==> src/rtl/rr_arb4_stage.sv <==
// rr_arb4_stage: round-robin arbiter plus output register for four upstream
// channels. One valid channel is granted per transfer. The granted word, its
// 2-bit channel index and a valid flag are registered for the consumer.
// A served channel drops to the lowest priority for the next arbitration.
//
// Ports:
//   clk        rising-edge clock
//   rst        asynchronous active-high reset
//   in_valid   per-channel request (bit i = channel i)
//   in_data    channel i at [i*WIDTH +: WIDTH]
//   in_ready   one-hot grant (or zero); combinational, gated by rst
//   out_valid  output register holds a word
//   out_data   registered word of the granted channel
//   out_sel    registered index (0..3) of that channel
//   out_ready  consumer takes the held word this cycle
module rr_arb4_stage #(
   parameter int unsigned WIDTH = 8
) (
   input  logic               clk,
   input  logic               rst,
   input  logic [3:0]         in_valid,
   input  logic [4*WIDTH-1:0] in_data,
   output logic [3:0]         in_ready,
   output logic               out_valid,
   output logic [WIDTH-1:0]   out_data,
   output logic [1:0]         out_sel,
   input  logic               out_ready
);

   logic             valid_q, valid_d;
   logic [WIDTH-1:0] data_q,  data_d;
   logic [1:0]       sel_q,   sel_d;
   logic [1:0]       last_q,  last_d;

   logic       load;
   logic       found;
   logic [1:0] grant;

   // Register can take a word when empty or being drained this cycle.
   assign load = !valid_q || out_ready;

   // Search last+1 .. last+4 (mod 4); the first requester wins.
   always_comb begin
      logic [1:0] idx;
      found = 1'b0;
      grant = '0;
      idx   = '0;
      for (int unsigned k = 1; k <= 4; k++) begin
         idx = last_q + 2'(k);
         if (!found && in_valid[idx]) begin
            found = 1'b1;
            grant = idx;
         end
      end
   end

   always_comb begin
      in_ready = '0;
      if (!rst && load && found) begin
         in_ready[grant] = 1'b1;
      end
   end

   always_comb begin
      valid_d = valid_q;
      data_d  = data_q;
      sel_d   = sel_q;
      last_d  = last_q;
      if (load) begin
         if (found) begin
            valid_d = 1'b1;
            data_d  = in_data[grant*WIDTH +: WIDTH];
            sel_d   = grant;
            last_d  = grant;
         end else begin
            // Drain without refill: data/sel keep their stale value.
            valid_d = 1'b0;
         end
      end
   end

   always_ff @(posedge clk or posedge rst) begin
      if (rst) begin
         valid_q <= 1'b0;
         data_q  <= '0;
         sel_q   <= '0;
         last_q  <= 2'd3;
      end else begin
         valid_q <= valid_d;
         data_q  <= data_d;
         sel_q   <= sel_d;
         last_q  <= last_d;
      end
   end

   assign out_valid = valid_q;
   assign out_data  = data_q;
   assign out_sel   = sel_q;

endmodule

==> config.mk <==
export PLATFORM = sky130hd
export DESIGN_NAME = rr_arb4_stage
export DESIGN_NICKNAME = d
export VERILOG_FILES = /design/src/rtl/rr_arb4_stage.sv
export SDC_FILE = /design/constraint.sdc
export NUM_CORES = 1
export LEC_CHECK = 0
export BUFFER_PORTS_ARGS = -buffer_cell sky130_fd_sc_hd__buf_2
export CORE_ASPECT_RATIO = 2
export CORE_MARGIN = 2
export CORE_UTILIZATION = 30
export DETAILED_ROUTE_END_ITERATION = 6
export MAX_ROUTING_LAYER = met4
export PLACE_DENSITY = 0.63
export SLEW_MARGIN = 40
export SYNTH_ARGS = -nofsm -noshare
export SYNTH_HDL_FRONTEND = slang
export SYNTH_SLANG_ARGS = --single-unit
==> constraint.sdc <==
create_clock -name clk -period 2.1 [get_ports clk]
set_input_delay 0.315 -clock clk [delete_from_list [all_inputs] [get_ports clk]]
set_output_delay 0.315 -clock clk [all_outputs]
set_load 0.02 [all_outputs]
== After elaboration in Yosys (flattened, before gate mapping) ==
Cells that the tools add are included.

* Word-level logic and storage cells: 47
* Output and inout bits: 15
* Register bits after elaboration: 13
* Input bits: 39

* $add $sub $neg: 3
* Shift operators: 1
* Mux-type cells: 20
* Reduce and logical (&&, ||, !) cells: 13
* Order comparisons: 6

{| class="wikitable"
|+ Operator list
! cell !! number
|-
| 32-bit by 6-bit indexed part select with 8-bit output || 1
|-
| 2-bit by 3-bit less-than comparator with 1-bit output, second input constant || 5
|-
| 1-bit two-way mux || 10
|-
| 1-bit binary-select mux with 2-bit select || 4
|-
| 2-bit two-way mux || 4
|-
| 1-bit logical AND || 6
|-
| 1-bit zero test || 5
|-
| 2-bit adder, second input constant || 2
|-
| 4-bit two-way mux || 1
|-
| 2-bit by 1-bit adder with 2-bit output, second input constant || 1
|-
| 1-bit demux with 2-bit select || 1
|-
| 2-bit by 1-bit greater-or-equal comparator with 1-bit output, second input constant || 1
|-
| 2-bit AND reduction || 1
|-
| 1-bit logical OR || 1
|}

== Longest topological paths before layout ==
Gate-level depths: netlist of run 1.

* Depth in word-level cells: 18
* Mapped depth: 7
* Gate-level depth less buffers: 5

== Worst setup path after synthesis of run 1 ==
OpenSTA, ideal clock, no wires.

* Path type: reg-to-output
* Start: reg last_q[1]
* End: out in_ready[0]
* Setup slack: -0.122 ns
* Arrival time: 1.907 ns
* Cell stages (with the launch flop): 7
* Required time: 1.785 ns
* Buffers on the path: 2
* Cell sequence: dfstp_2 buf_6 mux2i_1 o22ai_2 a21o_4 buf_4 nor3b_1

* Longest elaborated chain between the ends: 18
* Elaborated cells between the ends (all ways): 32
* Those cells by class: add/sub: 3; order compare: 2; mux: 19; reduce/logical: 8

{| class="wikitable"
|+ Ends and longest elaborated chain
! item !! RTL line !! text
|-
| start, declared || 33 || <nowiki>logic [1:0] last_q, last_d;</nowiki>
|-
| start signal, assigned || 92 || <nowiki>last_q <= last_d;</nowiki>
|-
| 2-bit by 1-bit adder with 2-bit output || 49 || <nowiki>idx = last_q + 2'(k);</nowiki>
|-
| 1-bit binary-select mux with 2-bit select || 50 || <nowiki>if (!found && in_valid[idx]) begin</nowiki>
|-
| 1-bit two-way mux (not written as such) || 50 ||
|-
| 1-bit two-way mux || 50 ||
|-
| 1-bit zero test || 50 ||
|-
| 1-bit logical AND || 50 ||
|-
| 1-bit two-way mux || 50 ||
|-
| 1-bit zero test || 50 ||
|-
| (+2 left out) || n/a ||
|-
| 1-bit zero test || 50 ||
|-
| 1-bit logical AND || 50 ||
|-
| 2-bit two-way mux || 50 ||
|-
| 2-bit by 3-bit less-than comparator with 1-bit output (not written as such) / 2-bit by 1-bit greater-or-equal comparator with 1-bit output (equally long branches) || 60 || <nowiki>in_ready[grant] = 1'b1;</nowiki>
|-
| 1-bit logical AND (not written as such) || 60 ||
|-
| 1-bit two-way mux (not written as such) || 60 ||
|-
| 1-bit demux with 2-bit select || 60 ||
|-
| 4-bit two-way mux (*) || 59 || <nowiki>if (!rst && load && found) begin</nowiki>
|-
| end, declared || 23 || <nowiki>output logic [3:0] in_ready,</nowiki>
|}

Mark *: on every way between the ends. The rest lies on a longest branch, timed or not. The select of a mux whose other input is x is not followed.

== Final worst setup path of run 1 ==
* Start: reg last_q[1]
* End: out in_ready[2]

The elaborated chain is that of the path after synthesis.

==> results.json, run 1 <==
{
  "hold_path.class": "input port to async pin",
  "grt_max_degree": 12,
  "rsz0062_at_grt": "yes",
  "path_max_fanout": 5,
  "synthToLayoutAreaGrowth_pct": 48.8,
  "critPathLaunch": "last_q[1]",
  "num_antenna_cells": 0,
  "synth_top_area_share_pct": 28.7,
  "min_period_over_period_pct": 100,
  "first_global_vias": 1120,
  "fin_skew_ps": 1.75,
  "intPower_uw": 728,
  "track_usage_pct": 18.3,
  "core_um2": 3120,
  "worstPathArrival_ps": 1790,
  "cts_tree": "yes",
  "cts_buffer_depth": 2,
  "criticalPathCategory": "register to primary output",
  "cap_viol_max_count": 0,
  "busiest_layer": "met2",
  "numClockSinks": 13,
  "num_rows": 29,
  "drv_slew": 0,
  "initialDrtViolationCount": 23,
  "drtAntennaViolNets": 0,
  "swShare_pct": 40.0,
  "cts_buffers": 3,
  "grt_pass1_wl_um": 4960,
  "finalHoldViolations": 0,
  "gp_congestion": 0.839,
  "cts_hold_buf": 0,
  "yosys-top-cells-area": "dfrtp_1, a211oi_1, mux2i_1",
  "status": "finished, violations left",
  "nNetsFinal": 210,
  "post-dp-hpwl_um": 2360,
  "seq_power_share_pct": 31.5,
  "combPwrFrac_pct": 49.7,
  "grt.met1_usage_pct": 18.7,
  "critPathCaptureType": "primary output",
  "wl_per_cell_um": 15.9,
  "violations": "setup timing",
  "vdd_drop_max_v": 0.000381,
  "clk_pin_slew_ps": 60,
  "finalPower_mw": 1.21,
  "power_density_nw_per_um2": 850,
  "leakage_nw": 0.694,
  "r2r_start": "last_q[1]",
  "pin_count": 54,
  "die_x_um": 44.0,
  "grt.overflow.total": 0,
  "worst_ep_required_time_ps": 1780,
  "power_switching_uw": 486,
  "drt_drc_violations_left": 0,
  "antenna_found_initial": 0,
  "pwr-share-clk_pct": 18.8,
  "viasPerCell": 5.34,
  "grt.met2_usage_pct": 31.4,
  "ys_types": 28,
  "dieArea_um2": 3690,
  "layout-drive-gt1-share_pct": 53.5,
  "fmax_ghz": 0.475,
  "worstSkewPairLatency_ps": 240,
  "synth_top_cell_by_area": "dfrtp_1",
  "yosysSeqAreaShare_pct": 34.2,
  "slew_headroom_pct": 78.1,
  "cts_max_level": 1,
  "syn-instance-count": 104,
  "dieHeight_um": 84.0,
  "syn_area_um2": 960,
  "holdWs_ps": 43.9,
  "drt-total-wl_um": 3200,
  "layoutNonFillerInstCount": 201,
  "worst_slew_pin_slew_ps": 325,
  "io_buffers": 53,
  "clock-root-buffer": "clkbuf_8",
  "yosys_register_bits": 13,
  "ys_warn_count": 0,
  "initial_utilization_pct": 30.8,
  "num_vias": 1073,
  "startpoint_type": "register",
  "postSynthNetCount": 143,
  "setup_viol": 2,
  "drt_pass1_iterations": 4,
  "met3_usage_pct": 1.73,
  "fin_crit_ps": 2100,
  "dp_cells": 190,
  "avgSynthCellArea_um2": 9.23,
  "setup_slack_ps": -4.49
}
==> registers in the layout (all words and copies together), names as in the netlist <==
name,cells
out_valid,1
last_q,2
out_data,8
out_sel,2
==> cells in the mapped netlist <==
cell type,n
nor4_1,1
nor3_1,1
a21o_4,1
buf_12,1
buf_6,2
o21ai_0,3
and3_1,1
nand2b_1,2
nor2b_1,2
mux2i_1,9
clkbuf_1,2
o211ai_2,1
o21ai_1,1
inv_1,11
a211oi_1,19
or4_4,1
dfstp_2,2
buf_4,1
nand2_1,4
nor2_1,16
o22ai_2,1
dfrtp_1,11
o21ai_2,1
o31a_1,1
nor3b_1,1
clkinv_1,1
a211oi_2,6
a22oi_1,1
==> worst max-delay path, stage by stage (launching register included) <==
cell and delay (ps):
dfstp_2 410, buf_6 130, o211ai_4 70, o21ai_4 90, or4_4 560, nor3_2 120
buf_4 160
==> metrics by stage <==
step,TNS [ps],setup WS [ps],cell area [µm²],util (%)
3_5_place_dp,0,150,1280,40.9
2_1_floorplan,0,71.5,970,-
3_3_place_gp,0,177,1280,40.9
6_report,-6.69,-4.49,1430,45.7
5_1_grt,-140,-55.0,1430,45.7
4_1_cts,0,5.26,1370,44.0
==> metal layers <==
metal | wire, µm | vias up
met5 | 0 | -
met4 | 131 | 0
met3 | 140 | 12
met2 | 1840 | 45
met1 | 1090 | 506
li1 | - | 510
==> area by class of cell <==
type                       instances  area, µm²
timing repair buffer              68        393
fill                             321       1690
sequential                        13        328
multi-input combinational         73        578
tap                               31       38.8
inverter                          12       45.0
clock buffer                       4       45.0
==> cells by family (layout without fill, tap and decap cells) <==
| kind of cell | after synthesis | in the layout | synth area share, % |
|---|---|---|---|
| compound gates | 35 | 35 | 31.6 |
| buf+inv | 18 | 84 | 10.7 |
| flops | 13 | 13 | 34.2 |
| mux | 9 | 9 | 9.39 |
| simple gates | 29 | 29 | 14.2 |
==> path summary, 6_finish.rpt <==
| path | end | slack (ps) | depth (start not counted) |
|---|---|---|---|
| max | in_ready[2] | -4 | 6 |
| min | out_data[7] | 40 | 2 |
| max reg2reg | out_data[6] | 60 | 8 |
| min reg2reg | out_sel[0] | 510 | 2 |
| max in group asynchronous | last_q[0] | 1550 | 3 |
| min in group clk | out_data[3] | 410 | 3 |
==> layout by cell type (no fill, tap or decap), types with 3 or more instances in the layout <==
| cell type | instances |
|---|---|
| buf_2 | 50 |
| nor2_1 | 15 |
| clkbuf_8 | 3 |
| a211oi_1 | 18 |
| a211oi_2 | 7 |
| o21ai_0 | 3 |
| mux2i_1 | 8 |
| nand2_1 | 3 |
| dfrtp_1 | 11 |
| buf_4 | 16 |
| inv_1 | 11 |
==> repair_timing <==
item | in CTS | in global routing
cloned | 0 | 0
resized for setup | 2 | 11
endpoints found under the setup margin | 4 | 5
setup buffers | 6 | 1
pin swaps | 1 | 3
==> power groups by stage <==
stage,Sequential [mW],Combinational (mW),Clock [mW]
final,0.382,0.603,0.228
after floorplan,0.445,0.298,0
after global placement,0.378,0.505,0
after global routing,0.390,0.649,0.243
after CTS,0.375,0.567,0.231
after detailed placement,0.383,0.518,0
No activity file was read; power rests on OpenSTA's default activity.
==> inputs of run 2 (changes only) <==
==> config.mk (replaced) <==
export PLATFORM = sky130hd
export DESIGN_NAME = rr_arb4_stage
export DESIGN_NICKNAME = d
export VERILOG_FILES = /design/src/rtl/rr_arb4_stage.sv
export SDC_FILE = /design/constraint.sdc
export NUM_CORES = 1
export LEC_CHECK = 0
export CORE_ASPECT_RATIO = 2
export CORE_MARGIN = 2
export CORE_UTILIZATION = 30
export DETAILED_ROUTE_END_ITERATION = 6
export DONT_BUFFER_PORTS = 1
export MAX_ROUTING_LAYER = met4
export PLACE_DENSITY = 0.49
export SLEW_MARGIN = 20
export SYNTH_ARGS = -nofsm -noshare
export SYNTH_HDL_FRONTEND = slang
export SYNTH_SLANG_ARGS = --single-unit
==> results.json, run 2 (synthesis results as in run 1) <==
{
  "synthToLayoutAreaGrowth_pct": 18.4,
  "combPwrFrac_pct": 34.6,
  "criticalPathCategory": "register to primary output",
  "power_switching_uw": 436,
  "grt_max_degree": 12,
  "drt_pass1_iterations": 4,
  "finalHoldViolations": 0,
  "num_vias": 830,
  "path_max_fanout": 6,
  "cts_tree": "yes",
  "swShare_pct": 40.8,
  "first_global_vias": 866,
  "startpoint_type": "register",
  "fin_skew_ps": 2.37,
  "ff_latch_area_um2": 328,
  "fin_area_um2": 1140,
  "core_um2": 3120,
  "viasPerCell": 5.57,
  "clk_pin_slew_ps": 60,
  "setup_slack_ps": 25.6,
  "initialDrtViolationCount": 16,
  "drt_drc_violations_left": 0,
  "power_density_nw_per_um2": 939,
  "nNetsFinal": 158,
  "dpl_cell_area_um2": 1010,
  "holdWs_ps": 220,
  "cap_viol_max_count": 0,
  "rsz0062_at_grt": "yes",
  "cts_max_level": 1,
  "post-dp-hpwl_um": 1980,
  "cts_buffer_depth": 2,
  "initial_utilization_pct": 30.8,
  "multi_input_area_um2": 559,
  "pin_count": 54,
  "leakage_nw": 0.486,
  "die_x_um": 44.0,
  "numClockSinks": 13,
  "worst_ep_required_time_ps": 1780,
  "setup_tns_ps": 0,
  "intPower_uw": 631,
  "cts_buffers": 3,
  "largest_reg_flops": 8,
  "dieHeight_um": 84.0,
  "gp_congestion": 0.735,
  "grt_pass1_wl_um": 4310,
  "fmax_ghz": 0.482,
  "worstPathArrival_ps": 1760,
  "fill_cells": 338,
  "io_buffers": 0,
  "clock-root-buffer": "clkbuf_8",
  "layout-drive-gt1-share_pct": 29.7,
  "fin_crit_ps": 2070,
  "dieArea_um2": 3690,
  "drt-total-wl_um": 2660,
  "hold_path.class": "input port to register",
  "drv_slew": 0,
  "slew_headroom_pct": 63.4,
  "setup_viol": 0,
  "worst_slew_pin_slew_ps": 544,
  "vdd_drop_max_v": 0.000328,
  "dpl_worst_slack_ps": 152,
  "min_period_over_period_pct": 98.8,
  "pwr-share-clk_pct": 21.7,
  "layout_common_cells": "a211oi_1, nor2_1, buf_4",
  "antenna_found_initial": 0,
  "critPathCaptureType": "primary output",
  "drtAntennaViolNets": 0,
  "status": "complete, no violations",
  "grt.overflow.total": 0,
  "final_common_cell": "a211oi_1",
  "wl_per_cell_um": 17.9,
  "track_usage_pct": 16.2,
  "seq_power_share_pct": 43.8,
  "num_antenna_cells": 0,
  "worstSkewPairLatency_ps": 250,
  "num_rows": 29
}
[run 2: worst paths after layout]
path                              from           to  slack (ps)  cells past startpoint
hold / removal             in_valid[2]    out_valid         220                      2
max in group asynchronous          rst    last_q[0]        1190                      3
setup / recovery             last_q[1]  in_ready[2]          30                      4
min in group asynchronous          rst  out_data[3]         420                      2
setup reg to reg             last_q[1]  out_data[0]         120                      6
hold reg to reg              last_q[0]    last_q[0]         550                      2
[run 2: what timing repair did]
action,4_1_cts,5_1_grt
pin swaps,1,3
hold endpoints to repair,3,0
cloned,1,0
setup endpoints to repair,4,3
hold buffers,1,0
buffers inserted,6,0
resized for setup,1,2
[run 2: area by class of cell]
type	instances	share of cell area, %
clock buffers	3	3.63
clock inverters	1	0.441
inverters	12	3.96
multi-input cells	74	49.2
flip-flops and latches	13	28.9
well taps	31	3.41
repair buffers	15	10.5
[run 2: power by group through the flow]
stage / sequential (mW) / clock [mW] / combinational (mW)
3_3_place_gp: 0.470 / 0 / 0.315
4_1_cts: 0.470 / 0.235 / 0.368
6_report: 0.467 / 0.231 / 0.369
5_1_grt: 0.475 / 0.249 / 0.408
2_1_floorplan: 0.445 / 0 / 0.298
3_5_place_dp: 0.475 / 0 / 0.321
[run 2: critical path, cell delays in order, from the launching register on]
cell	delay [ps]
dfstp_2	610
a211oi_2	90
or4_4	530
nor3_4	140
buf_6	140
[run 2: per-layer routing]
metal / vias up / part of all wire (%) / track usage, %
li1: 406 / - / -
met1: 388 / 38 / 18.4
met2: 31 / 55 / 26.9
met3: 5 / 4.6 / 2.16
met4: 0 / 2.2 / 7.44
met5: - / 0 / -
[run 2: per-stage QoR]
stage,total power [mW],std cells,utilization [%]
finish,1.07,149,36.4
global route,1.13,149,36.4
CTS,1.07,149,36.1
detailed placement,0.795,137,32.4
global placement,0.784,137,32.4
floorplan,0.743,104,-
